### src/rtl/exe_div.sv
// exe_div: multi-cycle radix-2 restoring divider for RISC-V DIV/DIVU/REM/REMU.
// The caller holds I_div_start until O_div_ready pulses. Operands are latched
// when the request is accepted. Magnitudes are divided unsigned and the result
// signs are restored when the last iteration completes.
module exe_div #(
    parameter int WIDTH = 32,
    parameter int CNT_W = 6
) (
    input  logic             clk,
    input  logic             rst,
    input  logic             I_div_start,
    input  logic             I_signed_div,
    input  logic             I_annul,
    input  logic [WIDTH-1:0] I_dividend,
    input  logic [WIDTH-1:0] I_divisor,
    output logic             O_div_ready,
    output logic [WIDTH-1:0] O_quotient,
    output logic [WIDTH-1:0] O_remainder,
    output logic             O_busy
);

    typedef enum logic [1:0] {
        IDLE,
        CALC,
        DONE
    } state_t;

    state_t           state_q, state_d;
    logic [CNT_W-1:0] cnt_q, cnt_d;
    logic [WIDTH-1:0] rem_q, rem_d;
    logic [WIDTH-1:0] quo_q, quo_d;
    logic [WIDTH-1:0] dvs_q, dvs_d;
    logic [WIDTH-1:0] quotient_q, quotient_d;
    logic [WIDTH-1:0] remainder_q, remainder_d;
    logic             signed_q, signed_d;
    logic             dvd_neg_q, dvd_neg_d;
    logic             dvs_neg_q, dvs_neg_d;

    logic             dvd_neg_in, dvs_neg_in;
    logic [WIDTH-1:0] dvd_abs, dvs_abs;
    logic [WIDTH:0]   shifted, diff;
    logic [WIDTH-1:0] rem_step, quo_step;

    // Operand magnitudes; the most negative value maps onto unsigned 2^(WIDTH-1).
    always_comb begin
        dvd_neg_in = I_signed_div & I_dividend[WIDTH-1];
        dvs_neg_in = I_signed_div & I_divisor[WIDTH-1];
        dvd_abs    = dvd_neg_in ? -I_dividend : I_dividend;
        dvs_abs    = dvs_neg_in ? -I_divisor : I_divisor;
    end

    // One restoring step: shift {rem,quo} left, then trial-subtract the divisor on WIDTH+1 bits.
    always_comb begin
        shifted = {rem_q, quo_q[WIDTH-1]};
        diff    = shifted - {1'b0, dvs_q};
        if (!diff[WIDTH]) begin
            rem_step = diff[WIDTH-1:0];
            quo_step = {quo_q[WIDTH-2:0], 1'b1};
        end else begin
            rem_step = shifted[WIDTH-1:0];
            quo_step = {quo_q[WIDTH-2:0], 1'b0};
        end
    end

    // Next-state and datapath updates for the IDLE/CALC/DONE sequence.
    always_comb begin
        state_d     = state_q;
        cnt_d       = cnt_q;
        rem_d       = rem_q;
        quo_d       = quo_q;
        dvs_d       = dvs_q;
        quotient_d  = quotient_q;
        remainder_d = remainder_q;
        signed_d    = signed_q;
        dvd_neg_d   = dvd_neg_q;
        dvs_neg_d   = dvs_neg_q;
        case (state_q)
            IDLE: begin
                if (!I_annul && I_div_start) begin
                    signed_d  = I_signed_div;
                    dvd_neg_d = dvd_neg_in;
                    dvs_neg_d = dvs_neg_in;
                    dvs_d     = dvs_abs;
                    quo_d     = dvd_abs;
                    rem_d     = '0;
                    cnt_d     = '0;
                    if (I_divisor == '0) begin
                        quotient_d  = '1;
                        remainder_d = I_dividend;
                        state_d     = DONE;
                    end else begin
                        state_d = CALC;
                    end
                end
            end
            CALC: begin
                if (I_annul) begin
                    state_d = IDLE;
                end else begin
                    rem_d = rem_step;
                    quo_d = quo_step;
                    cnt_d = cnt_q + 1'b1;
                    if (cnt_q == CNT_W'(WIDTH - 1)) begin
                        quotient_d  = (signed_q & (dvd_neg_q ^ dvs_neg_q)) ? -quo_step : quo_step;
                        remainder_d = (signed_q & dvd_neg_q) ? -rem_step : rem_step;
                        state_d     = DONE;
                    end
                end
            end
            DONE: begin
                state_d = IDLE;
            end
            default: begin
                state_d = IDLE;
            end
        endcase
    end

    // State and datapath registers, cleared asynchronously while rst is low.
    always_ff @(posedge clk or negedge rst) begin
        if (!rst) begin
            state_q     <= IDLE;
            cnt_q       <= '0;
            rem_q       <= '0;
            quo_q       <= '0;
            dvs_q       <= '0;
            quotient_q  <= '0;
            remainder_q <= '0;
            signed_q    <= 1'b0;
            dvd_neg_q   <= 1'b0;
            dvs_neg_q   <= 1'b0;
        end else begin
            state_q     <= state_d;
            cnt_q       <= cnt_d;
            rem_q       <= rem_d;
            quo_q       <= quo_d;
            dvs_q       <= dvs_d;
            quotient_q  <= quotient_d;
            remainder_q <= remainder_d;
            signed_q    <= signed_d;
            dvd_neg_q   <= dvd_neg_d;
            dvs_neg_q   <= dvs_neg_d;
        end
    end

    // Ready and busy decode only registered state, so nothing feeds back combinationally to the caller.
    assign O_div_ready = (state_q == DONE);
    assign O_busy      = (state_q == CALC);
    assign O_quotient  = quotient_q;
    assign O_remainder = remainder_q;

endmodule

### config.mk
export PLATFORM = sky130hd
export DESIGN_NAME = exe_div
export DESIGN_NICKNAME = d
export VERILOG_FILES = /design/src/rtl/exe_div.sv
export SDC_FILE = /design/constraint.sdc
export NUM_CORES = 1
export LEC_CHECK = 0
export ABC_AREA = 1
export BUFFER_PORTS_ARGS = -buffer_cell sky130_fd_sc_hd__buf_2
export CAP_MARGIN = 5
export CORE_UTILIZATION = 55
export DETAILED_ROUTE_END_ITERATION = 8
export PLACE_DENSITY = 0.73
export RECOVER_POWER = 25
export SLEW_MARGIN = 20
export SYNTH_ARGS = -nofsm -noshare
export SYNTH_HDL_FRONTEND = slang
export SYNTH_SLANG_ARGS = --single-unit
### constraint.sdc
create_clock -name clk -period 4.5 [get_ports clk]
set_clock_uncertainty 0.1 [all_clocks]
set_input_delay 0.9 -clock clk [delete_from_list [all_inputs] [get_ports clk]]
set_output_delay 0.9 -clock clk [all_outputs]
set_load 0.05 [all_outputs]
# ---- Word level (Yosys, flattened, before mapping)
# Cells that the tools add are included.
dict set report totals {
  reg_bits 171
  latchBits 0
  ramBits 0
  rom_bits 0
  input_bits 69
  output_inout_bits 66
  wordCells 68
  n_memories 0
}
dict set report op_classes {
  n_addsub 6
  multipliers 0
  div 0
  order_cmp 0
  eq_ne 8
  shift 0
  muxes 30
  bitwise_logic 5
  reduce_logical 9
}
# operator n
set op_table {}
lappend op_table {{$mux 32} 17}
lappend op_table {{$pmux 32 s2} 4}
lappend op_table {{$neg 32->32} 4}
lappend op_table {{$sub 33x32->33} 1}
lappend op_table {{$logic_not 32->1} 1}
lappend op_table {{$mux 6} 2}
lappend op_table {{$pmux 6 s2} 1}
lappend op_table {{$mux 2} 4}
lappend op_table {{$add 6x1->6 const B} 1}
lappend op_table {{$eq 6x5->1 const B} 1}
lappend op_table {{$ne 2x2->1 const B} 3}
lappend op_table {{$reduce_and 5->1} 1}
lappend op_table {{$and 1x1->1} 4}
lappend op_table {{$pmux 2 s2} 1}
lappend op_table {{$reduce_and 2->1} 2}
lappend op_table {{$ne 3x2->1 const B} 1}
lappend op_table {{$reduce_and 3->1} 1}
lappend op_table {{$eq 2x1->1 const B} 1}
lappend op_table {{$eq 2x2->1 const B} 1}
lappend op_table {{$logic_not 2->1} 1}
lappend op_table {{$ne 2x1->1 const B} 1}
lappend op_table {{$reduce_bool 2->1} 1}
lappend op_table {{$logic_and 1x1->1} 1}
lappend op_table {{$logic_not 1->1} 1}
lappend op_table {{2 further kinds} 2}

# ---- Longest topological paths before layout
dict set report depth {
  word_depth 7
  ltp_mapped 28
}

# ---- Worst setup path after synthesis
# No wires, ideal clock.
dict set report synth_path {
  path_kind {reg-to-reg}
  from {register quo_q[31]}
  to {register quotient_q[28], in the netlist O_quotient[28]}
  arrival_ns 3.757
  slack_ns 0.518
  path_stages_with_launch 27
  n_path_buf 1
  cell_sequence {dfrtp_1 > inv_1 > ha_1 > inv_1 > fa_1 > nand2_1 > nand2_1 > nand3_2 > nand2_2 > nand2_2 > nand2_4 > nand2_4 > nand3_2 > nand2_4 > buf_4 > ha_1 > nand2_1 > nor3_1 > inv_1 > nor3_1 > nand2_1 > inv_1 > nand4_1 > o41ai_1 > o21ai_0 > xnor2_1 > a21oi_1}
}
dict set report synth_between {
  elab_chain_len 7
}
# element line_no
set synth_lines {}
lappend synth_lines {{start, declared} 31} ;# logic [WIDTH-1:0] quo_q, quo_d;
lappend synth_lines {{start signal, assigned} 136} ;# quo_q <= quo_d;
lappend synth_lines {{$sub 33x32->33} 55} ;# diff = shifted - {1'b0, dvs_q};
lappend synth_lines {{$mux 1} 56} ;# if (!diff[WIDTH]) begin
lappend synth_lines {{$neg 32->32} 104} ;# quotient_d = (signed_q & (dvd_neg_q ^ dvs_neg_q)) ? -quo_step : quo_step;
lappend synth_lines {{$mux 32} 104}
lappend synth_lines {{$mux 32} 103} ;# if (cnt_q == CNT_W'(WIDTH - 1)) begin
lappend synth_lines {{$mux 32} 97} ;# if (I_annul) begin
lappend synth_lines {{$pmux 32 s2} 77} ;# case (state_q)
lappend synth_lines {{end signal, assigned} 138} ;# quotient_q <= quotient_d;
lappend synth_lines {{end, declared} 33} ;# logic [WIDTH-1:0] quotient_q, quotient_d;
# Every way passes these cells. The select of a mux whose other input is x is not followed.
# A chain may end at the register's enable or synchronous reset.

# ---- Final worst setup path
# Ends and elaborated chain as after synthesis.

==> results by group <==
Status
  • Status: complete, but fails checks
  • Failing checks: max-capacitance violations, max-slew violations

Route
  • Total number of vias: 13995
  • DRC viols: 0
  • Initial DRC Count: 1579
  • Final WL: 44400 um
  • WL/cell: 18.0 um
  • Drt pass-1 iters: 6
  • Vias per cell: 5.66
  • ANT nets after route: 0

Critical path
  • Critical Path Source: quo_q[31]$_DFFE_PN0P_
  • Critical Path Max Stage Delay: 0.44 ns
  • Critical Path AT: 4.43 ns
  • R2R Path Start: quo_q[31]$_DFFE_PN0P_
  • Cell count of the worst reg-to-reg path: 25
  • Critical Path Fanout Max: 5
  • Req. time, crit path: 4.72 ns
  • Slowest cell on crit path: fa_1
  • Critical path depth: 25
  • Critical Path Start Type: flop
  • CP endpoint kind: flop
  • Cell family with most CP delay: simple AND/OR/NAND/NOR gates
  • Buf/Inv on CP: 4
  • Kind of critical path: flop to flop

Die
  • Placement Rows: 56
  • IO Count: 135
  • Initial core utilization: 0.564
  • Core Area: 0.0235 mm2
  • Die area: 0.0248 mm2
  • Die height: 157 um
  • Die W: 157 um

Global route
  • Largest net degree at the start of global routing: 95
  • GR peak layer: met2
  • Met3 Use GR: 0.0815
  • Met1 Resource Use GR: 0.528
  • First-pass GRT wire length: 68300 um
  • Total grt overflow: 0
  • Initial antenna violation count: 0
  • Grt met2 use: 0.542
  • Tot GR Track Use: 0.363
  • Vias in the first global route: 12505

Yosys
  • EDFF count, synth: 0
  • Net Count, Synth: 2144
  • Top-area cell type share of the netlist area: 0.322
  • Mean Syn Cell Area: 6.52 um2
  • Distinct cells, synth: 58
  • Post-Syn Area: 0.0133 mm2
  • Mapped Cells: 2037
  • Post-synthesis simple-gate area fraction: 0.347
  • Post-Synth XOR/XNOR Area: 0.0402
  • Top FF cell, synth: dfrtp_1
  • Adder-Cell Fraction of Synth Area: 0.0364
  • Largest family of logic cells by synthesized area: simple AND/OR/NAND/NOR gates
  • Ranking of synthesized cells by area: dfrtp_1 (32%), nand2_1 (17%), inv_1 (8.2%)
  • Sequential area share after synthesis: 0.322
  • Ys async rst share: 1.00
  • Complex-gate fraction of the synthesized area: 0.146
  • Cell taking the most area after synthesis: dfrtp_1
  • Multiplexer share of the synthesized area: 0
  • Yosys reg bits: 171
  • Yosys warnings: 0

Finish
  • Core Util, Final: 0.630
  • Area grow syn2layout: 11.7%
  • Most common cell after layout, fill and taps aside: nand2_1
  • Most frequent cells in the layout: nand2_1 (588), inv_1 (287), nor2_1 (193), dfrtp_1 (171), buf_2 (133)
  • Diode count: 0
  • Share of cells above drive strength 1: 0.129
  • Post-layout net count: 2248

Run
  • Number of max-cap violations: 1

Timing
  • Final worst-path cycle share: 0.936
  • Hold_ws: 0.375 ns
  • Count of final setup violators: 0
  • Fin. max-slew vios: 84
  • Fmax: 238 MHz
  • TNS Setup: 0 ns
  • Final Hold Viols: 0
  • Clock period minus worst slack: 4.21 ns
  • Worst-margin pin slew: 2.35 ns
  • Slew headroom: -0.567

Clock tree
  • Clock H-tree levels: 4
  • Total CTS buffers: 17
  • Worst skew pair latency: 0.45 ns
  • Clock sink total: 171
  • Post-CTS Setup Inserts: 0
  • CTS Root Cell: clkbuf_16
  • Maximum clock path buffer count: 2
  • Worst-path clk slew: 0.08 ns
  • CTS tree: built
  • Post-CTS Hold Fix Bufs: 0

Place
  • IO buf count: 134
  • GP Congestion: 0.997
  • Final HPWL from detailed placement: 33700 um

Hold path
  • Hold Crit Depth: 2
  • Hold_sp: O_remainder[26]$_DFFE_PN0P_
  • Worst hold path class: flop to flop
cells in the mapped netlist, types with 6 or more instances:
| library cell | count |
|---|---|
| buf_2 | 8 |
| a31oi_1 | 26 |
| nor2_1 | 195 |
| xnor2_1 | 27 |
| nand4_1 | 24 |
| nand3b_1 | 12 |
| dfrtp_1 | 171 |
| o211ai_1 | 17 |
| xor2_1 | 34 |
| inv_2 | 11 |
| o21ai_0 | 116 |
| nand3_1 | 118 |
| buf_1 | 6 |
| ha_1 | 37 |
| nor4_1 | 10 |
| inv_1 | 289 |
| nor3_1 | 39 |
| nand2_2 | 35 |
| nand2_4 | 6 |
| clkbuf_1 | 49 |
| a21oi_1 | 93 |
| o31ai_1 | 8 |
| o21ai_1 | 10 |
| nand2_1 | 590 |
| nor2_2 | 11 |
| o22ai_1 | 35 |
routing by layer:
metal	share of wire	vias to the layer above
met5	0	-
met2	0.43	637
met4	0.018	0
met1	0.46	6526
met3	0.098	55
li1	-	6777
state kept, by name, summed over array words and instances, names as in the netlist, 2 cells and up:
signal and flops:
O_quotient 32, O_remainder 32, cnt_q 6, dvs_q 32, quo_q 32, rem_q 32
state_q 2
worst min-delay path: stages, from the launching register on:
cell and delay, ns:
dfrtp_1 0.34, nand2_1 0.05, nand2_1 0.05
repair_timing:
item	in CTS	in global routing
resized for setup	0	4
setup endpoints to repair	0	5
hold endpoints to repair	0	0
cell families (layout without fill, tap and decap cells):
logic type	after synthesis	count (layout)
compound gates	336	336
buf+inv	371	488
fa+ha+maj	38	38
xor+xnor	61	61
simple gates	1060	1060
flops	171	171
per-stage QoR:
step / cell area [um2] / std cells / setup slack, ns
after floorplan: 13300 / 2037 / 0.518
after global placement: 14200 / 2441 / 0.305
after detailed placement: 14200 / 2441 / 0.129
after CTS: 14800 / 2473 / 0.0734
after global routing: 14800 / 2473 / -0.0176
final: 14800 / 2473 / 0.290
cell type report:
type | instances | area, um2
Timing Repair Buffer | 154 | 833
Tap cell | 319 | 399
Multi-Input combinational cell | 1495 | 7590
Clock inverter | 13 | 151
Clock buffer | 19 | 443
Fill cell | 2311 | 8720
Sequential cell | 171 | 4280
Inverter | 302 | 1130
path summary, 6_finish.rpt:
path                                                     to  slack [ns]
worst max-delay path             O_quotient[28]$_DFFE_PN0P_        0.29
worst min-delay path            O_remainder[26]$_DFFE_PN0P_        0.38
worst max register to register   O_quotient[28]$_DFFE_PN0P_        0.29
worst min register to register  O_remainder[26]$_DFFE_PN0P_        0.38
max in group asynchronous             rem_q[10]$_DFFE_PN0P_        1.82
min in group asynchronous             rem_q[23]$_DFFE_PN0P_        1.03
Power is left out: the tool's default activity adds up to more than one toggle a clock period on the data nets, which glitch-free logic cannot reach.
